**src/rtl/display_digit_scanner.sv**
```systemverilog
// ---------------------------------------------------------------------------
// display_digit_scanner
//
// Time-multiplexed scanner for a 4-digit common-anode seven-segment display
// showing HH:MM as four packed BCD digits. One digit at a time is presented
// on o_BCD_Num to a registered BCD-to-7-segment decoder that sits directly
// downstream. The active-low anodes are delayed by one extra register so
// that they change on the same edge as the decoder's segment outputs.
//
// A digit is hidden (its anode kept high) when:
//   - its code is not a valid BCD value (the decoder would show "0"),
//   - it is the hours-tens digit, it is 0, and leading-zero blanking is on,
//   - the blink phase is 1 and its bit in i_Blink_Mask is set.
//
// Parameters
//   CLKS_PER_DIGIT : clocks each digit stays selected (>= 2)
//   BLINK_CLKS     : clocks per blink half-period (>= 2)
//
// Ports
//   i_Clk                : system clock, rising edge
//   i_Reset              : synchronous active-high reset
//   i_Digits[15:0]       : {hours tens, hours units, min tens, min units}
//   i_Blank_Leading_Zero : blank hours-tens digit when it is 0
//   i_Blink_Mask[3:0]    : bit n set -> digit n blinks
//   o_BCD_Num[3:0]       : registered digit code to the decoder
//   o_Anodes[3:0]        : registered active-low digit enables
//   o_Blink_Phase        : 1 = masked digits currently hidden
// ---------------------------------------------------------------------------
module display_digit_scanner #(
    parameter int CLKS_PER_DIGIT = 100000,
    parameter int BLINK_CLKS     = 50000000
) (
    input  logic        i_Clk,
    input  logic        i_Reset,
    input  logic [15:0] i_Digits,
    input  logic        i_Blank_Leading_Zero,
    input  logic [3:0]  i_Blink_Mask,
    output logic [3:0]  o_BCD_Num,
    output logic [3:0]  o_Anodes,
    output logic        o_Blink_Phase
);

    localparam int SCAN_W  = $clog2(CLKS_PER_DIGIT);
    localparam int BLINK_W = $clog2(BLINK_CLKS);

    localparam logic [SCAN_W-1:0]  SCAN_LAST  = SCAN_W'(CLKS_PER_DIGIT - 1);
    localparam logic [BLINK_W-1:0] BLINK_LAST = BLINK_W'(BLINK_CLKS - 1);

    // Scan prescaler and digit index
    logic [SCAN_W-1:0]  scan_cnt_q,  scan_cnt_d;
    logic [1:0]         index_q,     index_d;
    // Blink counter and phase
    logic [BLINK_W-1:0] blink_cnt_q, blink_cnt_d;
    logic               phase_q,     phase_d;
    // Stage 1: code, visibility, delayed index
    logic [3:0]         bcd_q,       bcd_d;
    logic               show_q,      show_d;
    logic [1:0]         index_dly_q, index_dly_d;
    // Stage 2: anodes
    logic [3:0]         anodes_q,    anodes_d;

    // Unpacked view of the four digits, indexed by scan position
    logic [3:0] digit_arr [4];

    generate
        for (genvar gi = 0; gi < 4; gi++) begin : g_digit
            assign digit_arr[gi] = i_Digits[4*gi +: 4];
        end
    endgenerate

    logic [3:0] sel_code;
    logic       scan_wrap;
    logic       blink_wrap;

    always_comb begin
        sel_code   = digit_arr[index_q];
        scan_wrap  = (scan_cnt_q == SCAN_LAST);
        blink_wrap = (blink_cnt_q == BLINK_LAST);

        // Scan prescaler; the index advances only on the wrap cycle
        scan_cnt_d = scan_wrap ? '0 : scan_cnt_q + SCAN_W'(1);
        index_d    = scan_wrap ? index_q + 2'd1 : index_q;

        // Blink counter; the phase toggles on the wrap cycle
        blink_cnt_d = blink_wrap ? '0 : blink_cnt_q + BLINK_W'(1);
        phase_d     = blink_wrap ? ~phase_q : phase_q;

        // Stage 1. Visibility uses the current (pre-toggle) blink phase.
        bcd_d       = sel_code;
        index_dly_d = index_q;
        show_d      = 1'b1;
        if (sel_code > 4'd9)
            show_d = 1'b0;
        if ((index_q == 2'd3) && i_Blank_Leading_Zero && (sel_code == 4'd0))
            show_d = 1'b0;
        if (phase_q && i_Blink_Mask[index_q])
            show_d = 1'b0;

        // Stage 2: at most one anode low, and only for a visible digit
        anodes_d = 4'b1111;
        if (show_q)
            anodes_d[index_dly_q] = 1'b0;
    end

    always_ff @(posedge i_Clk) begin
        if (i_Reset) begin
            scan_cnt_q  <= '0;
            index_q     <= 2'd0;
            blink_cnt_q <= '0;
            phase_q     <= 1'b0;
            bcd_q       <= 4'h0;
            show_q      <= 1'b0;
            index_dly_q <= 2'd0;
            anodes_q    <= 4'b1111;
        end else begin
            scan_cnt_q  <= scan_cnt_d;
            index_q     <= index_d;
            blink_cnt_q <= blink_cnt_d;
            phase_q     <= phase_d;
            bcd_q       <= bcd_d;
            show_q      <= show_d;
            index_dly_q <= index_dly_d;
            anodes_q    <= anodes_d;
        end
    end

    assign o_BCD_Num     = bcd_q;
    assign o_Anodes      = anodes_q;
    assign o_Blink_Phase = phase_q;

endmodule

```
**config.mk**
```make
export PLATFORM = sky130hd
export DESIGN_NAME = display_digit_scanner
export DESIGN_NICKNAME = d
export VERILOG_FILES = /design/src/rtl/display_digit_scanner.sv
export SDC_FILE = /design/constraint.sdc
export NUM_CORES = 1
export LEC_CHECK = 0
export CAP_MARGIN = 30
export CELL_PAD_IN_SITES_DETAIL_PLACEMENT = 0
export CELL_PAD_IN_SITES_GLOBAL_PLACEMENT = 1
export CORE_MARGIN = 4
export CORE_UTILIZATION = 42
export CTS_CLUSTER_DIAMETER = 80
export DETAILED_ROUTE_END_ITERATION = 8
export PLACE_DENSITY = 0.87
export REMOVE_ABC_BUFFERS = 1
export SKIP_CTS_REPAIR_TIMING = 1
export SLEW_MARGIN = 10
export SYNTH_ARGS = -nofsm -noshare
export SYNTH_HDL_FRONTEND = slang
export SYNTH_SLANG_ARGS = --single-unit
```
**constraint.sdc**
```tcl
create_clock -name i_Clk -period 2.1 [get_ports i_Clk]
set_input_delay 0.525 -clock i_Clk [delete_from_list [all_inputs] [get_ports i_Clk]]
set_output_delay 0.525 -clock i_Clk [all_outputs]
set_load 0.01 [all_outputs]
```
==> reports/metrics.cfg, run 1 <==
[cells_and_area]
fillers = 542
register_area_sq_um = 1140
multi_input_area_sq_um = 1360
diodes = 0
layout-area-overhead-vs-synth_pct = 26.2
final_cell_mix = dfxtp_1 (57), nor2_1 (33), clkdlybuf4s50_1 (31)
final_area_sq_um = 3250
final_common_cell = dfxtp_1
fin_nets = 351
drive_above_1_share_pct = 11.2

[logic_synthesis]
syn_inst = 281
yosys.cell_types.count = 36
syn_avg_cell_area_sq_um = 9.16
synth_edf_count = 0
synth-compound-area-share_pct = 8.75
synthXorXnorAreaFrac_pct = 8.50
synth.mux.area_fraction_pct = 4.76
synth_seq_cells = 57
ys_seq_area_share_pct = 44.3
synth_adder_area_share_pct = 1.46
synth_simple_gate_area_share_pct = 29.3
ys_warn_count = 0
synthFlopType = dfxtp_1
synthArstFlopShare_pct = 0
synth_top_family_by_area = simple AND/OR/NAND/NOR gates
synth_area_sq_um = 2570

[die]
dieArea_sq_um = 7450
ios = 32
fp.dieH_um = 86.3
die_w_um = 86.3
floorplan.core_area_sq_um = 5920
placementRows = 28
start_util_pct = 43.5

[timing]
fmax_mhz = 522
max-slew-margin-rel_pct = 65.8
final.setup_skew_ns = 0.00870
drv_slew = 0
finalSetupViolCount = 0
min_period_ns = 1.92
rsz0062_at_grt = false
worstMarginPinSlew_ns = 0.512
period_share_pct = 91.3
hold_viol_final = 0

[cts]
cts_tree = built
insertion_delay_ns = 0.33
path_clk_slew_ns = 0.06
cts-root-buf = clkbuf_8
clockBufferDepth = 2
cts_buffers = 9
cts_max_level = 3
numClockSinks = 57

[setup_path]
crit_chain = ha_1, and4_1, nand3_1, or4b_2, a21oi_1
cp_top_family = simple AND/OR/NAND/NOR gates
max_stage_delay_ns = 0.66
crit_type = register to register
cp.arrival_ns = 2.18
ff2ff_setup_slack_ns = 0.18
slowest_stage = or4b_2
rr_endpoint = blink_cnt_q[22]
reg2reg_from = blink_cnt_q[0]
setup.worst_path.start = blink_cnt_q[0]
ff2ff_path_depth = 5
cp-start-kind = register
cp_max_fo = 6
end_kind = register
crit_buf_inv = 0
crit_required_ns = 2.36

[global_route]
grt_pass1_vias = 2039
grt_use_total_pct = 15.2
grt_max_degree = 26
globalRoute.totalOverflow = 0
antenna_found_initial = 0
grt_pass1_wl_mm = 9.09

[route]
ant_nets = 0
drtIter0Drc = 86
via_per_inst = 5.32
num_vias = 2154
dr.pass1.iters = 4
wl_mm = 5.27
wl_per_cell_um = 13.0
drc_errors = 0

[placement]
dp_hpwl_mm = 3.84
port_buffers = 31
gp_congestion = 0.768
placed_area_sq_um = 3040

[min_path]
hold_start = index_dly_q[1]
hold_path_end = o_Anodes[2]
hold_depth = 1
hold_class = register to register

[power_and_ir_drop]
total_power_mw = 2.29
peakVddDrop_v = 0.000323
p_leak_nw = 1.10
pwr_density_cell_nw_per_um2 = 703

[job]
drv_cap = 0

[run_status]
outcome = finished, final reports clean

[cell usage after synthesis, types with 2 or more instances]
| master | n | area [sq um] |
|---|---|---|
| a21oi_1 | 16 | 80.1 |
| and2_1 | 5 | 31.3 |
| and3_1 | 6 | 37.5 |
| and4_1 | 7 | 61.3 |
| buf_2 | 5 | 25.0 |
| clkbuf_1 | 6 | 22.5 |
| dfxtp_1 | 57 | 1140 |
| ha_1 | 3 | 37.5 |
| inv_1 | 7 | 26.3 |
| mux4_2 | 5 | 113 |
| nand2_1 | 19 | 71.3 |
| nand3_1 | 12 | 60.1 |
| nand4_1 | 16 | 100 |
| nand4b_1 | 2 | 17.5 |
| nor2_1 | 33 | 124 |
| nor2b_1 | 2 | 12.5 |
| nor3_1 | 5 | 25.0 |
| nor3b_1 | 2 | 15.0 |
| nor4_1 | 6 | 37.5 |
| nor4bb_1 | 2 | 20.0 |
| o21ai_0 | 6 | 30.0 |
| o31ai_1 | 8 | 60.1 |
| o41ai_1 | 2 | 17.5 |
| or3_1 | 6 | 37.5 |
| or4_1 | 9 | 67.6 |
| xnor2_1 | 15 | 131 |
| xor2_1 | 10 | 87.6 |
[layer usage]
metal  global-route usage (%)  routed length [um]
met5                        0                   0
met4                     8.07                 106
met3                     3.23                 228
met2                     23.8                2330
met1                     19.6                2610
[sequential cells by signal, summed over array words and instances, names as in the netlist]
name,cells
index_dly_q,2
o_BCD_Num,4
show_q,1
scan_cnt_q,17
o_Blink_Phase,1
index_dly_d,2
o_Anodes,4
blink_cnt_q,26
[where the power goes]
part           internal [mW]  switching (mW)
Combinational         0.0741          0.0446
Sequential              1.10          0.0119
Clock                  0.644           0.413
Total                   1.82           0.469
[how the worst max path moves through the flow]
stage / slack (ns) / endpoint / cells after the start
floorplan: -0.20 / blink_cnt_q[23] / 5
detailed placement: 0.11 / show_q / 4
global route: 0.02 / blink_cnt_q[22] / 5
finish: 0.18 / blink_cnt_q[22] / 5
CTS: 0.16 / blink_cnt_q[21] / 5
global placement: 0.17 / show_q / 4
[metrics by stage]
step | hold slack, ns | worst slack [ns] | instances | TNS (ns) | util [%]
5_1_grt | 0.432 | 0.0178 | 405 | 0 | 54.9
2_1_floorplan | 0.376 | -0.198 | 270 | -1.58 | -
3_5_place_dp | 0.404 | 0.112 | 389 | 0 | 51.4
3_3_place_gp | 0.400 | 0.171 | 389 | 0 | 51.4
6_report | 0.414 | 0.183 | 405 | 0 | 54.9
4_1_cts | 0.418 | 0.162 | 405 | 0 | 54.9
[worst reg2reg max path, stage by stage (launching register included)]
cell and delay [ns]:
dfxtp_1 0.37, ha_1 0.22, and4_1 0.25, nand3_1 0.20
or4b_2 0.66, a21oi_1 0.16
[cells by family (layout without fill, tap and decap cells)]
group	count (synthesis)	after routing
AO/OA/AOI/OAI	36	36
buffers and inverters	18	67
flip-flops	57	57
adder cells (fa/ha/maj)	3	3
XOR/XNOR	25	25
AND/OR/NAND/NOR	136	136
multiplexers	6	6
[layout make-up]
type                            instances  share of cell area, %
Clock inverter                          2                   1.08
Multi-Input combinational cell        206                   41.9
Clock buffer                           14                   5.31
Tap cell                               75                   2.89
Inverter                                7                  0.809
Timing Repair Buffer                   44                   12.9
Sequential cell                        57                   35.1
No activity file was read; power rests on OpenSTA's default activity.
==> run 2: changes to the inputs <==
- CORE_MARGIN: 4 -> default
- CORE_UTILIZATION: 42 -> 44
- CTS_BUF_LIST: default -> sky130_fd_sc_hd__clkbuf_4 sky130_fd_sc_hd__clkbuf_8
- PLACE_DENSITY: 0.87 -> 0.9
==> run 2 against run 1 <==
  * Routed wire length up 3.4%
  * Power increased by 4.8%
  * Via count increased by 2.0%
  * First-iteration DRC count increased by 16%
  * Sequential share of layout area is 0.16 points lower
  * Clock skew is essentially flat
  * Sequential power barely moved
  * Worst setup slack got worse by 0.012 ns
  * Combinational power about the same
  * Final area rose by 0.46%
  * Non-clock buffer count is 1 lower
  * Critical path type unchanged
  * Critical endpoint is now blink_cnt_q[21]
  * Largest power group is now the clock network
==> reports/metrics.cfg, run 2 (same netlist as run 1, synthesis figures left out) <==
[run_status]
outcome = finished, final reports clean  ; unchanged

[cells_and_area]
final_common_cell = dfxtp_1  ; unchanged
reg.largest.list = blink_cnt_q x26, scan_cnt_q x17  ; unchanged
top_register = blink_cnt_q  ; unchanged
layout-area-overhead-vs-synth_pct = 26.8  ; was 26.2%
fillers = 485  ; was 542
fin_nets = 350  ; was 351
final_cell_count_no_fill = 401  ; was 405
diodes = 0  ; unchanged
drive_above_1_share_pct = 11.9  ; was 11.2%
final_area_sq_um = 3260  ; was 3250 sq um
largest_reg_flops = 26  ; unchanged
final_cell_mix = dfxtp_1 (57), nor2_1 (33), clkdlybuf4s50_1 (31)  ; unchanged

[global_route]
antenna_found_initial = 0  ; unchanged
grt_pass1_wl_mm = 9.29  ; was 9.09 mm
globalRoute.totalOverflow = 0  ; unchanged
grt_max_degree = 26  ; unchanged
grt_pass1_vias = 2124  ; was 2039
grt_use_total_pct = 19.7  ; was 15.2%

[timing]
fmax_mhz = 519  ; was 522 MHz
rsz0062_at_grt = false  ; unchanged
period_share_pct = 91.8  ; was 91.3%
drv_slew = 0  ; unchanged
worstMarginPinSlew_ns = 0.499  ; was 0.512 ns
min_period_ns = 1.93  ; was 1.92 ns
hold_slack_ns = 0.418  ; was 0.414 ns
hold_viol_final = 0  ; unchanged
finalSetupViolCount = 0  ; unchanged
fin_ws_ns = 0.172  ; was 0.183 ns
setup_tns_ns = 0  ; unchanged
final.setup_skew_ns = 0.00844  ; was 0.00870 ns
max-slew-margin-rel_pct = 66.7  ; was 65.8%

[cts]
cts_tree = built  ; unchanged
insertion_delay_ns = 0.34  ; was 0.33 ns
clockBufferDepth = 2  ; unchanged
cts_buffers = 9  ; unchanged
path_clk_slew_ns = 0.07  ; was 0.06 ns
numClockSinks = 57  ; unchanged
cts_max_level = 3  ; unchanged
cts-root-buf = clkbuf_8  ; unchanged

[setup_path]
cp_max_fo = 16  ; was 6
rr_endpoint = blink_cnt_q[21]  ; was blink_cnt_q[22]
cp.arrival_ns = 2.20  ; was 2.18 ns
crit_chain = nand3_2, or4_1, buf_4, or4_1, a21oi_1  ; was ha_1, and4_1, nand3_1, or4b_2, a21oi_1
ff2ff_setup_slack_ns = 0.17  ; was 0.18 ns
max_stage_delay_ns = 0.51  ; was 0.66 ns
path_depth = 5  ; unchanged
reg2reg_from = blink_cnt_q[3]  ; was blink_cnt_q[0]
cp_top_family = simple AND/OR/NAND/NOR gates  ; unchanged
crit_type = register to register  ; unchanged
crit_end = blink_cnt_q[21]  ; was blink_cnt_q[22]
setup.worst_path.start = blink_cnt_q[3]  ; was blink_cnt_q[0]
ff2ff_path_depth = 5  ; unchanged
slowest_stage = or4_1  ; was or4b_2
crit_required_ns = 2.37  ; was 2.36 ns
path_common_cell = or4_1
crit_buf_inv = 1  ; was 0
cp-start-kind = register  ; unchanged
end_kind = register  ; unchanged

[power_and_ir_drop]
p_sw_share_pct = 20.7  ; was 20.5%
p_clk_share_pct = 48.7  ; was 46.3%
peakVddDrop_v = 0.000428  ; was 0.000323 V
p_leak_nw = 1.10  ; about the same
seq_power_share_pct = 46.3  ; was 48.6%
p_int_mw = 1.90  ; was 1.82 mW
power_switching_mw = 0.497  ; was 0.469 mW
pwr_density_cell_nw_per_um2 = 734  ; was 703 nW/um^2
p_comb_share_pct = 5.0  ; was 5.2%

[route]
wl_mm = 5.45  ; was 5.27 mm
ant_nets = 0  ; unchanged
via_per_inst = 5.48  ; was 5.32
wl_per_cell_um = 13.6  ; was 13.0 um
num_vias = 2198  ; was 2154
dr.pass1.iters = 4  ; unchanged
drtIter0Drc = 100  ; was 86
drc_errors = 0  ; unchanged

[placement]
dp.cells = 385  ; was 389
dp_slack_ns = 0.168  ; was 0.112 ns
port_buffers = 31  ; unchanged
placed_area_sq_um = 3030  ; was 3040 sq um
dp_hpwl_mm = 3.88  ; was 3.84 mm
gp_congestion = 0.796  ; was 0.768

[die]
fp.dieH_um = 78.5  ; was 86.3 um
floorplan.core_area_sq_um = 5570  ; was 5920 sq um
placementRows = 27  ; was 28
dieArea_sq_um = 6160  ; was 7450 sq um
die_w_um = 78.5  ; was 86.3 um
ios = 32  ; unchanged
start_util_pct = 46.2  ; was 43.5%

[job]
drv_cap = 0  ; unchanged

[min_path]
hold_class = register to register  ; unchanged

==> run 2: per-layer routing <==
layer | share of wire [%] | up-vias | track usage [%] | routed length, um
li1 | - | 1116 | - | -
met1 | 45 | 1028 | 22.3 | 2450
met2 | 49 | 45 | 34.1 | 2670
met3 | 4.3 | 9 | 5.93 | 237
met4 | 1.7 | 0 | 8.33 | 92
met5 | 0 | - | 0 | 0
==> run 2: how the worst min path moves through the flow <==
stage / from / endpoint / cells past startpoint
floorplan: index_dly_q[1] / o_Anodes[2] / 1
global placement: index_dly_q[1] / o_Anodes[2] / 1
detailed placement: index_dly_q[1] / o_Anodes[2] / 1
CTS: index_dly_q[1] / o_Anodes[2] / 1
global route: index_dly_q[1] / o_Anodes[2] / 1
finish: index_dly_q[1] / o_Anodes[2] / 1
==> run 2: final cells by class <==
type | instances | area, sq um | area share (%)
sequential | 57 | 1140 | 35.0
clock inverter | 5 | 77.6 | 2.38
multi-input combinational | 206 | 1370 | 41.8
clock buffer | 11 | 151 | 4.64
inverter | 7 | 26.3 | 0.805
tap | 72 | 90.1 | 2.76
timing repair buffer | 43 | 413 | 12.6
==> run 2: through the flow <==
| stage | total power, mW | utilization, % |
|---|---|---|
| after floorplan | 1.18 | - |
| after CTS | 2.42 | 58.5 |
| final | 2.40 | 58.6 |
| after global routing | 2.48 | 58.6 |
| after detailed placement | 1.25 | 54.4 |
| after global placement | 1.25 | 54.4 |
==> run 2: power groups by stage <==
stage,combinational [mW],clock [mW],sequential (mW)
finish,0.119,1.17,1.11
detailed placement,0.119,0,1.13
global route,0.131,1.24,1.11
floorplan,0.0407,0,1.13
CTS,0.120,1.19,1.11
global placement,0.116,0,1.13
==> run 3: changes to the inputs <==
- CTS_CLUSTER_DIAMETER: 80 -> 150
- GPL_TIMING_DRIVEN: default -> 0
==> run 3 against run 2 <==
  * Worst hold slack lost 0.00087 ns
  * Power shrank 8.0%
  * Final cell count shrank 2.5%
  * Via count decreased by 1.6%
  * Flip-flop and latch count unchanged
  * Routed wire length fell by 3.8%
  * Clock power is 16% lower
  * Fmax decreased by 1.7%
  * Non-clock buffer count shrank 9
  * Core utilization down 1.9 points
  * Critical path type unchanged
  * Largest cell class unchanged
==> reports/metrics.cfg, run 3 (same netlist as run 1, synthesis figures left out) <==
[run_status]
outcome = finished, final reports clean  ; unchanged

[route]
wl_mm = 5.24  ; was 5.45 mm
drc_errors = 0  ; unchanged
num_vias = 2163  ; was 2198
drtIter0Drc = 96  ; was 100
via_per_inst = 5.53  ; was 5.48
dr.pass1.iters = 4  ; unchanged
ant_nets = 0  ; unchanged
wl_per_cell_um = 13.4  ; was 13.6 um

[timing]
hold_viol_final = 0  ; unchanged
period_share_pct = 93.4  ; was 91.8%
finalSetupViolCount = 0  ; unchanged
max-slew-margin-rel_pct = 65.1  ; was 66.7%
setup_tns_ns = 0  ; unchanged
worstMarginPinSlew_ns = 0.522  ; was 0.499 ns
min_period_ns = 1.96  ; was 1.93 ns
drv_slew = 0  ; unchanged
rsz0062_at_grt = false  ; unchanged
hold_slack_ns = 0.417  ; was 0.418 ns
fmax_mhz = 510  ; was 519 MHz
final.setup_skew_ns = 0.00693  ; was 0.00844 ns

[cts]
cts-root-buf = clkbuf_8  ; unchanged
numClockSinks = 57  ; unchanged
insertion_delay_ns = 0.33  ; was 0.34 ns
cts_buffers = 9  ; unchanged
cts_tree = built  ; unchanged
path_clk_slew_ns = 0.06  ; was 0.07 ns
clockBufferDepth = 2  ; unchanged
cts_max_level = 3  ; unchanged

[cells_and_area]
diodes = 0  ; unchanged
layout-area-overhead-vs-synth_pct = 22.7  ; was 26.8%
final_area_sq_um = 3160  ; was 3260 sq um
final_cell_count_no_fill = 391  ; was 401
fin_nets = 341  ; was 350
drive_above_1_share_pct = 9.72  ; was 11.9%
utilization_pct = 56.7  ; was 58.6%
reg.largest.list = blink_cnt_q x26, scan_cnt_q x17  ; unchanged
top_register = blink_cnt_q  ; unchanged
largest_reg_flops = 26  ; unchanged
final_cell_mix = dfxtp_1 (57), nor2_1 (33), clkdlybuf4s50_1 (31)  ; unchanged
final_common_cell = dfxtp_1  ; unchanged

[setup_path]
end_kind = register  ; unchanged
crit_chain = ha_1, and4_2, nand3_2, or4b_2, a21oi_1  ; was nand3_2, or4_1, buf_4, or4_1, a21oi_1
cp_max_fo = 7  ; was 16
crit_type = register to register  ; unchanged
cp-start-kind = register  ; unchanged
max_stage_delay_ns = 0.64  ; was 0.51 ns
ff2ff_setup_slack_ns = 0.14  ; was 0.17 ns
cp.arrival_ns = 2.22  ; was 2.20 ns
crit_required_ns = 2.36  ; was 2.37 ns
reg2reg_from = blink_cnt_q[0]  ; was blink_cnt_q[3]
ff2ff_path_depth = 5  ; unchanged
slowest_stage = or4b_2  ; was or4_1
rr_endpoint = blink_cnt_q[22]  ; was blink_cnt_q[21]

[global_route]
antenna_found_initial = 0  ; unchanged
grt_use_total_pct = 19.2  ; was 19.7%
grt_pass1_vias = 2075  ; was 2124
grt_max_degree = 18  ; was 26
globalRoute.totalOverflow = 0  ; unchanged
grt_pass1_wl_mm = 9.17  ; was 9.29 mm

[placement]
placed_area_sq_um = 2950  ; was 3030 sq um
gp_congestion = 0.785  ; was 0.796
dp.cells = 374  ; was 385
dp_hpwl_mm = 3.64  ; was 3.88 mm
port_buffers = 31  ; unchanged

[die]
placementRows = 27  ; unchanged
start_util_pct = 46.2  ; unchanged
floorplan.core_area_sq_um = 5570  ; unchanged
fp.dieH_um = 78.5  ; unchanged
die_w_um = 78.5  ; unchanged
ios = 32  ; unchanged
dieArea_sq_um = 6160  ; unchanged

[min_path]
hold_path_end = o_Anodes[2]  ; unchanged
hold_depth = 1  ; unchanged
hold_class = register to register  ; unchanged
hold_start = index_dly_q[1]  ; unchanged

[power_and_ir_drop]
p_leak_nw = 1.04  ; was 1.10 nW
peakVddDrop_v = 0.000397  ; was 0.000428 V
pwr_density_cell_nw_per_um2 = 697  ; was 734 nW/um^2

[job]
drv_cap = 0  ; unchanged

## run 3: final cells by class
class,instances,area [sq um]
well taps,72,90.1
inverters,7,26.3
repair buffers,34,340
clock inverters,4,45.0
clock buffers,11,139
fillers,506,2410
multi-input cells,206,1380
flip-flops and latches,57,1140
## run 3: per-layer routing
metal	global-route usage (%)	wire length, um	vias up
li1	-	-	1098
met4	11.3	136	0
met5	0	0	-
met3	4.53	172	13
met2	30.0	2380	36
met1	23.9	2550	1016
## run 3: worst max-delay path, delay by kind of cell (launching register included)
family	cells	cell delay, ns
fa+ha+maj	1	0.22
compound gates	1	0.15
flops	1	0.37
simple gates	3	1.16
## run 3: per-stage QoR
stage | setup WS, ns | power [mW]
2_1_floorplan | -0.198 | 1.18
3_5_place_dp | -0.0925 | 1.25
3_3_place_gp | -0.856 | 1.24
4_1_cts | -0.0273 | 2.22
6_report | 0.139 | 2.20
5_1_grt | 0.0476 | 2.29
## run 3: report_power, final
group / internal (mW) / switching [mW]
Sequential: 1.10 / 0.0124
Combinational: 0.0697 / 0.0447
Clock: 0.561 / 0.417
## run 3: worst max path at each step
| stage | startpoint | end | slack (ns) | cells past startpoint |
|---|---|---|---|---|
| 4_1_cts | blink_cnt_q[2] | blink_cnt_q[21] | -0.03 | 4 |
| 5_1_grt | scan_cnt_q[0] | scan_cnt_q[10] | 0.05 | 5 |
| 3_5_place_dp | i_Reset | scan_cnt_q[16] | -0.09 | 4 |
| 2_1_floorplan | blink_cnt_q[0] | blink_cnt_q[23] | -0.20 | 5 |
| 6_report | blink_cnt_q[0] | blink_cnt_q[22] | 0.14 | 5 |
| 3_3_place_gp | blink_cnt_q[0] | blink_cnt_q[23] | -0.86 | 5 |
